File: src/rtl/pwm_ramp_pkg.sv
// Shared types and constants for the PWM duty ramp controller.
package pwm_ramp_pkg;

    typedef enum logic {IDLE = 1'b0, RAMP = 1'b1} ramp_state_t;

    localparam int DUTY_W = 11;
    localparam logic [DUTY_W-1:0] DUTY_MAX = 11'h7FF;

endpackage

File: src/rtl/pwm_period_tmr.sv
// Purpose: free-running 2048-clock period counter plus step prescaler (period_end, step_tick).
// Latency: period_end decodes the registered counter directly; step_tick on the completing period_end.
// Backpressure: none; step_clr restarts the prescaler so a new ramp waits full periods.
module pwm_period_tmr
    import pwm_ramp_pkg::*;
#(
    parameter int PERIODS_PER_STEP = 4
) (
    input  logic clk,
    input  logic rst_n,
    input  logic step_clr,
    output logic period_end,
    output logic step_tick
);

    localparam logic [7:0] STEP_LAST = 8'(PERIODS_PER_STEP - 1);

    logic [DUTY_W-1:0] cnt;
    logic [7:0]        step_cnt;

    assign period_end = (cnt == DUTY_MAX);
    assign step_tick  = period_end && (step_cnt == STEP_LAST);

    // Same reset as the PWM counter keeps period_end phase-aligned with it.
    always_ff @(posedge clk or negedge rst_n) begin
        if (!rst_n) begin
            cnt      <= '0;
            step_cnt <= '0;
        end else begin
            cnt <= cnt + 1'b1;
            if (step_clr || step_tick) begin
                step_cnt <= '0;
            end else if (period_end) begin
                step_cnt <= step_cnt + 1'b1;
            end
        end
    end

endmodule

File: src/rtl/pwm_ramp_ctrl.sv
// Purpose: ramps the PWM11 duty toward a handshaked target in STEP increments; optional breathing via PWM_RAMP_BREATHE_EN.
// Latency: first duty change PERIODS_PER_STEP period_ends after acceptance; duty only moves on period_end.
// Backpressure: tgt_rdy is low for the whole ramp; targets offered meanwhile are ignored.
module pwm_ramp_ctrl
    import pwm_ramp_pkg::*;
#(
    parameter int STEP             = 16,
    parameter int PERIODS_PER_STEP = 4
) (
    input  logic              clk,
    input  logic              rst_n,
    input  logic [DUTY_W-1:0] tgt_duty,
    input  logic              tgt_vld,
    output logic              tgt_rdy,
    output logic [DUTY_W-1:0] duty,
    output logic              busy,
    output logic              done,
    input  logic              breathe
);

    localparam logic [DUTY_W:0] STEP_X = (DUTY_W + 1)'(STEP);

    ramp_state_t       state;
    logic [DUTY_W-1:0] tgt;
    logic              dn;

    logic              accept;
    logic [DUTY_W-1:0] new_tgt;
    logic              period_end;
    logic              step_tick;
    logic [DUTY_W:0]   up_sum;
    logic [DUTY_W:0]   dn_diff;
    logic [DUTY_W-1:0] ramp_nxt;

    pwm_period_tmr #(
        .PERIODS_PER_STEP(PERIODS_PER_STEP)
    ) u_tmr (
        .clk        (clk),
        .rst_n      (rst_n),
        .step_clr   (accept),
        .period_end (period_end),
        .step_tick  (step_tick)
    );

    always_comb begin
        accept  = 1'b0;
        new_tgt = tgt_duty;
        if (state == IDLE) begin
            if (tgt_vld) begin
                accept = 1'b1;
            end
`ifdef PWM_RAMP_BREATHE_EN
            else if (breathe) begin
                accept  = 1'b1;
                new_tgt = duty[DUTY_W-1] ? '0 : DUTY_MAX;
            end
`endif
        end
    end

`ifndef PWM_RAMP_BREATHE_EN
    logic breathe_unused;
    assign breathe_unused = breathe;
`endif

    // One extra bit so a step past either rail is seen and clamped instead of wrapping.
    always_comb begin
        up_sum  = {1'b0, duty} + STEP_X;
        dn_diff = {1'b0, duty} - STEP_X;
        if (dn) begin
            ramp_nxt = (dn_diff[DUTY_W] || (dn_diff[DUTY_W-1:0] <= tgt)) ? tgt : dn_diff[DUTY_W-1:0];
        end else begin
            ramp_nxt = (up_sum >= {1'b0, tgt}) ? tgt : up_sum[DUTY_W-1:0];
        end
    end

    always_ff @(posedge clk or negedge rst_n) begin
        if (!rst_n) begin
            state   <= IDLE;
            tgt     <= '0;
            dn      <= 1'b0;
            duty    <= '0;
            busy    <= 1'b0;
            done    <= 1'b0;
            tgt_rdy <= 1'b1;
        end else begin
            done <= 1'b0;
            case (state)
                IDLE: begin
                    if (accept) begin
                        tgt <= new_tgt;
                        if (new_tgt == duty) begin
                            done <= 1'b1;
                        end else begin
                            state   <= RAMP;
                            dn      <= (new_tgt < duty);
                            busy    <= 1'b1;
                            tgt_rdy <= 1'b0;
                        end
                    end
                end
                RAMP: begin
                    if (step_tick) begin
                        duty <= ramp_nxt;
                        if (ramp_nxt == tgt) begin
                            state   <= IDLE;
                            busy    <= 1'b0;
                            tgt_rdy <= 1'b1;
                            done    <= 1'b1;
                        end
                    end
                end
                default: state <= IDLE;
            endcase
        end
    end

endmodule

File: config.mk
export PLATFORM = sky130hd
export DESIGN_NAME = pwm_ramp_ctrl
export DESIGN_NICKNAME = d
export VERILOG_FILES = /design/src/rtl/pwm_ramp_pkg.sv /design/src/rtl/pwm_period_tmr.sv /design/src/rtl/pwm_ramp_ctrl.sv
export SDC_FILE = /design/constraint.sdc
export NUM_CORES = 1
export LEC_CHECK = 0
export ABC_AREA = 1
export BUFFER_PORTS_ARGS = -buffer_cell sky130_fd_sc_hd__buf_2
export CAP_MARGIN = 20
export CORE_AREA = 4 4 119 121
export DETAILED_ROUTE_END_ITERATION = 10
export DIE_AREA = 0 0 123 125
export GPL_TIMING_DRIVEN = 1
export PLACE_DENSITY = 0.41
export SLEW_MARGIN = 30
export SYNTH_ARGS = -nofsm -noshare
export SYNTH_HDL_FRONTEND = slang
export SYNTH_HIERARCHICAL = 1
export SYNTH_SLANG_ARGS = --single-unit
File: constraint.sdc
create_clock -name clk -period 4.07 [get_ports clk]
set_input_delay 0 -clock clk [delete_from_list [all_inputs] [get_ports clk]]
set_output_delay 0 -clock clk [all_outputs]
set_load 0.02 [all_outputs]
==> flow_metrics.py, run 1 <==
metrics = {
    "clocking": {
        "clock_sinks": 46,
        "cts_tree": "built",
        "cts_buffers": 5,
        "htreeDepth": 2,
        "insertion_delay_ps": 290,
        "clk_pin_slew_worst_paths_ps": 70,
        "cts_max_path_buffers": 2,
        "root_buffer": "clkbuf_16",
    },
    "layout": {
        "nFillCells": 1396,
        "nets": 594,
        "n_antenna_cell": 0,
        "synthToLayoutAreaGrowth_pct": 17.1,
        "layout-drive-gt1-share_pct": 13.0,
    },
    "power_and_ir_drop": {
        "intPower_mw": 0.917,
        "power_density_nw_per_um2": 293,
        "p_seq_share_pct": 39.2,
        "pwr-share-comb_pct": 16.3,
        "p_leak_nw": 2.21,
        "switching_share_pct": 26.2,
        "clkPwrFrac_pct": 44.5,
        "vdd_drop_max_mv": 0.174,
        "p_sw_mw": 0.326,
    },
    "sta": {
        "fmax_ghz": 0.288,
        "period_share_pct": 85.4,
        "grt_setup_unrepaired": "no",
        "min_period_ps": 3470,
        "fin_worst_skew_ps": 8.59,
        "maxSlewHeadroom_pct": 58.2,
        "setup_viol": 0,
        "worst_slew_pin_slew_ps": 626,
        "fin_ws_ps": 595,
        "hold_violations": 0,
        "tns_ps": 0,
        "maxSlewViolCount": 0,
    },
    "yosys": {
        "ys_warn_count": 6,
        "synth_compound_area_share_pct": 7.29,
        "synthDistinctLibCells": 37,
        "yosysTopAreaCell": "dfrtp_1",
        "ys_seq_area_share_pct": 31.8,
        "synth_top_family_by_area": "simple AND/OR/NAND/NOR gates",
        "synth_fa_ha_area_share_pct": 11.0,
        "syn_area_um2": 3620,
        "synth_area_leaders": "dfrtp_1 31%, nand2_1 15%, ha_1 11%, nand3_1 9.8%, inv_1 6.1%",
        "muxShareOfSynthArea_pct": 0,
        "synthCells": 511,
        "synth-simple-area-share_pct": 37.0,
        "ys_ff_latch": 46,
        "synthDominantCellAreaShare_pct": 31.1,
        "synth_xor_area_share_pct": 3.38,
        "synthesis.nets": 558,
        "synth.avg_cell_area_um2": 7.09,
    },
    "floorplanning": {
        "core_um2": 13100,
        "io-pin-count": 29,
        "initial_core_util_pct": 27.7,
        "die_area_um2": 15400,
        "num_rows": 42,
        "chipHeight_um": 125,
        "die_x_um": 123,
    },
    "flow_run": {
        "cap_violations": 0,
    },
    "drt": {
        "drt-initial-drc-count": 128,
        "drc": 0,
        "antenna_left": 0,
        "post_drt_wl_per_cell_um": 13.3,
        "num_vias": 3302,
        "drtPass1Iterations": 4,
        "via_per_inst": 4.56,
        "routed_wl_um": 9650,
    },
    "critical_path": {
        "cp-end-kind": "register",
        "path_max_fanout": 12,
        "required_ps": 4250,
        "cp_data_arrival_time_ps": 3650,
        "worstSetupPathType": "reg -> reg",
        "worstSetupStartpointType": "register",
    },
    "run_status": {
        "status": "finished, final reports clean",
    },
    "grt": {
        "grt_max_degree": 47,
        "grt_pass1_vias": 3279,
        "antenna_found_initial": 0,
        "grt_pass1_wl_um": 16800,
        "grt-ovfl-total": 0,
        "grt_usage_pct": 13.6,
    },
    "placement": {
        "gp_congestion": 0.783,
        "dp_slack_ps": 396,
        "hpwlAfterDp_um": 7570,
        "portBuffers": 27,
    },
    "worst_hold_path": {
        "hold_class": "in -> reg",
    },
}
per-layer routing:
layer	track usage [%]	part of all wire (%)	wire [um]	vias up
met2	22.5	48	4660	44
met1	18.5	47	4570	1516
met4	3.91	1.6	151	0
met5	0	0	0	-
li1	-	-	-	1731
met3	1.99	2.8	270	11
power by group through the flow:
stage	clock network [mW]	registers (mW)	logic [mW]
2_1_floorplan	0	0.492	0.138
3_3_place_gp	0	0.497	0.195
3_5_place_dp	0	0.496	0.196
4_1_cts	0.568	0.487	0.206
5_1_grt	0.589	0.490	0.238
6_report	0.553	0.488	0.203
registers in the layout, indices dropped and copies added, names as in the netlist:
signal / cells
busy: 1
tgt_rdy: 1
dn: 1
tgt: 11
duty: 11
u_tmr/cnt: 11
done: 1
u_tmr/step_cnt: 8
state: 1
synth_stat cells (all sizes together):
cell type,number
o41ai,1
o21ai,31
a2111oi,1
nand4,10
nor2,38
inv,64
clkbuf,3
nor3,7
a21o,2
xnor2,4
nand3,77
nor2b,1
dfstp,1
dfrtp,45
ha,32
nand3b,3
a211oi,1
xor2,10
nand2,152
a31oi,1
buf,11
a21oi,11
o21a,1
clkinv,4
layout by cell type, fill, tap and decap left out, types with 3 or more instances in the layout:
master | synthesis | final
nor2_2 | 3 | 3
buf_4 | 6 | 5
nand4_1 | 10 | 10
nor2_4 | 3 | 3
nand3_2 | 5 | 5
inv_1 | 59 | 59
nand3_1 | 71 | 71
nand2_4 | 3 | 3
ha_1 | 32 | 32
clkbuf_16 | 0 | 5
nand2_1 | 144 | 143
o21ai_0 | 28 | 28
a21oi_1 | 11 | 11
nand2_2 | 5 | 6
xor2_1 | 10 | 10
buf_2 | 3 | 27
o21ai_1 | 3 | 3
dfrtp_1 | 45 | 45
nor3_1 | 6 | 6
inv_2 | 5 | 5
dlygate4sd3_1 | 0 | 11
nor2_1 | 32 | 32
nand3b_1 | 3 | 3
xnor2_1 | 4 | 4
worst max-delay path: stages, from the launching register on:
cell and delay (ps):
dfrtp_1 440, inv_1 160, ha_1 200, nand3_1 160, nor3_1 160, nand2_1 70, nand2_1 80, inv_1 50
ha_1 290, nand2_1 70, nor2_1 220, nand3_1 110, o21ai_1 110, inv_2 140, nand2_2 240, nand2_1 80
nand3_1 90, nand3_1 80, nand2_1 70, nand2_1 50, nor2_1 190, nand3_2 160, nor2b_4 150
final timing paths:
path	start	end	slack (ps)	depth (start not counted)
setup / recovery	duty[5]	state	600	22
hold / removal	tgt_duty[0]	tgt[0]	3	3
setup reg to reg	duty[5]	state	600	22
hold reg to reg	u_tmr/cnt[0]	u_tmr/cnt[0]	450	1
max in group asynchronous	rst_n	duty[6]	3320	3
min in group asynchronous	rst_n	u_tmr/cnt[1]	330	3
cell type report:
cell class / instances / area (um^2) / area share, %
Clock buffer: 6 / 139 / 3.27
Clock inverter: 2 / 60.1 / 1.42
Inverter: 68 / 258 / 6.08
Multi-Input combinational cell: 383 / 2130 / 50.2
Sequential cell: 46 / 1150 / 27.2
Tap cell: 176 / 220 / 5.19
Timing Repair Buffer: 43 / 283 / 6.67
cells by family after synthesis:
kind of cell               Yosys count
adders and majority gates           32
xor gates and xnor gates            14
DFF                                 46
AOI/OAI and AO/OA                   49
buffers and inverters               82
and+or+nand+nor                    288
repair_timing:
action,in CTS,in global routing
endpoints found under the setup margin,0,2
hold buffers,11,0
endpoints found under the hold margin,55,0
setup buffers,0,0
resized for setup,0,1
metrics by stage:
| step | cells | utilization (%) | cell area, um^2 | hold slack [ps] | total power [mW] |
|---|---|---|---|---|---|
| 3_3_place_gp | 705 | 30.0 | 3930 | 144 | 0.692 |
| 6_report | 724 | 32.4 | 4240 | 2.72 | 1.24 |
| 5_1_grt | 724 | 32.4 | 4240 | 16.9 | 1.32 |
| 4_1_cts | 724 | 32.4 | 4240 | 1.32 | 1.26 |
| 3_5_place_dp | 705 | 30.0 | 3930 | 145 | 0.693 |
| 2_1_floorplan | 511 | - | 3620 | -296 | 0.630 |
Note: power is estimated with default switching activity, not from simulation.
==> run 2: changes to the inputs <==
==> constraint.sdc (replaced) <==
create_clock -name clk -period 4.07 [get_ports clk]
set_input_delay 0.407 -clock clk [delete_from_list [all_inputs] [get_ports clk]]
set_output_delay 0.407 -clock clk [all_outputs]
set_load 0.02 [all_outputs]
==> run 2 against run 1 <==
Global-route usage is 0.42 points lower. Sequential power is 1% lower. Final cell count is 1.5% lower. Sequential share of layout area is 0.71 points higher. Critical endpoint unchanged. Largest power group unchanged. Highest routed layer unchanged.
==> flow_metrics.py, run 2 (synthesis gave the netlist of run 1 again) <==
metrics = {
    "run_status": {
        "status": "finished, final reports clean",
    },
    "power_and_ir_drop": {
        "power_mw": 1.24,
        "power_density_nw_per_um2": 300,
        "pwr-share-comb_pct": 16.2,
        "p_sw_mw": 0.327,
        "clkPwrFrac_pct": 44.8,
        "intPower_mw": 0.912,
        "switching_share_pct": 26.4,
        "p_leak_nw": 2.17,
        "vdd_drop_max_mv": 0.175,
        "p_seq_share_pct": 39.0,
    },
    "sta": {
        "hold_violations": 0,
        "grt_setup_unrepaired": "no",
        "tns_ps": 0,
        "worst_slew_pin_slew_ps": 653,
        "maxSlewHeadroom_pct": 56.4,
        "maxSlewViolCount": 0,
        "min_period_ps": 3550,
        "fmax_ghz": 0.281,
        "fin_worst_skew_ps": 11.4,
        "setup_viol": 0,
        "period_share_pct": 87.3,
    },
    "critical_path": {
        "rr_worst_depth": 22,
        "crit_end": "state",
        "reg2reg_setup_slack_ps": 520,
        "worstSetupStartpointType": "register",
        "r2r-end": "state",
        "worstSetupPathType": "reg -> reg",
        "worstReg2RegStart": "duty[5]",
        "cp_data_arrival_time_ps": 3730,
        "cp-end-kind": "register",
        "path_max_fanout": 12,
        "required_ps": 4240,
        "startpoint": "duty[5]",
    },
    "layout": {
        "layout_common_cells": "143 x nand2_1, 71 x nand3_1, 59 x inv_1, 45 x dfrtp_1",
        "layout-drive-gt1-share_pct": 13.2,
        "design_area_um2": 4130,
        "nets": 583,
        "reg.largest.list": "duty x11, tgt x11, u_tmr/cnt x11",
        "postLayoutCoreUtil_pct": 31.6,
        "layout_commonest_cell": "nand2_1",
        "n_antenna_cell": 0,
        "stdcell_count": 713,
        "synthToLayoutAreaGrowth_pct": 14.1,
    },
    "grt": {
        "grt-ovfl-total": 0,
        "grt_usage_pct": 13.2,
        "antenna_found_initial": 0,
        "grt_pass1_vias": 3136,
        "grt_pass1_wl_um": 16200,
        "grt_max_degree": 47,
    },
    "clocking": {
        "cts_buffers": 5,
        "clock_sinks": 46,
        "cts_max_path_buffers": 2,
        "clk_pin_slew_worst_paths_ps": 70,
        "insertion_delay_ps": 300,
        "cts_tree": "built",
        "root_buffer": "clkbuf_16",
        "cts_hold_buf": 0,
        "htreeDepth": 2,
    },
    "drt": {
        "routed_wl_um": 9730,
        "drtPass1Iterations": 4,
        "num_vias": 3258,
        "drt-initial-drc-count": 142,
        "via_per_inst": 4.57,
        "post_drt_wl_per_cell_um": 13.6,
        "antenna_left": 0,
        "drc": 0,
    },
    "floorplanning": {
        "die_area_um2": 15400,
        "io-pin-count": 29,
        "initial_core_util_pct": 27.7,
        "chipHeight_um": 125,
        "num_rows": 42,
        "core_um2": 13100,
        "die_x_um": 123,
    },
    "flow_run": {
        "cap_violations": 0,
    },
    "worst_hold_path": {
        "hold_class": "in -> async",
    },
    "placement": {
        "place_inst": 705,
        "portBuffers": 27,
        "dpl-instance-area_um2": 3930,
        "hpwlAfterDp_um": 7700,
        "gp_congestion": 0.778,
    },
}
[run 2: cell count changes in the layout (fill, tap and decap cells not counted)]
cell,before,now
dlygate4sd3_1,11,0
buf_2,27,26
buf_4,5,6
[run 2: worst min path at each step]
stage,startpoint,endpoint,cells past startpoint
final,rst_n,u_tmr/cnt[7],1
after global routing,rst_n,u_tmr/cnt[1],1
after CTS,rst_n,u_tmr/cnt[7],1
after detailed placement,u_tmr/cnt[0],u_tmr/cnt[0],1
after global placement,u_tmr/cnt[0],u_tmr/cnt[0],1
after floorplan,rst_n,busy,0
[run 2: critical path, stage by stage, from the launching register on]
cell and delay, ps:
dfrtp_1 460, inv_1 170, ha_1 210, nand3_1 160, nor3_1 160, nand2_1 70, nand2_1 90, inv_1 50
ha_1 290, nand2_1 80, nor2_1 230, nand3_1 110, o21ai_1 110, inv_2 130, nand2_2 230, nand2_1 90
nand3_1 90, nand3_1 70, nand2_1 70, nand2_1 60, nor2_1 190, nand3_2 160, nor2b_4 160
[run 2: what timing repair did]
action	in CTS	in global routing
gates resized for setup	0	1
setup buffers	0	0
endpoints found under the setup margin	0	2
[run 2: area by class of cell]
class	count	area, um^2
fillers	1427	8950
multi-input cells	383	2130
flip-flops and latches	46	1150
inverters	68	258
well taps	176	220
repair buffers	32	175
clock buffers	6	139
clock inverters	2	60.1
[run 2: per-layer routing]
metal / vias up / wire, um / GRT usage [%]
met3: 6 / 267 / 2.17
met1: 1509 / 4630 / 18.1
met4: 0 / 108 / 3.65
li1: 1706 / - / -
met2: 37 / 4730 / 21.4
met5: - / 0 / 0
[run 2: power groups by stage]
stage               Combinational, mW  Sequential, mW  Clock (mW)
CTS                             0.205           0.483       0.569
detailed placement              0.204           0.492           0
floorplan                       0.138           0.492           0
finish                          0.201           0.483       0.554
global placement                0.200           0.492           0
global route                    0.237           0.485       0.592
[run 2: per-stage QoR]
stage	setup WS [ps]	hold slack [ps]
4_1_cts	298	152
3_5_place_dp	320	441
6_report	516	125
5_1_grt	160	175
2_1_floorplan	1140	111
3_3_place_gp	384	435
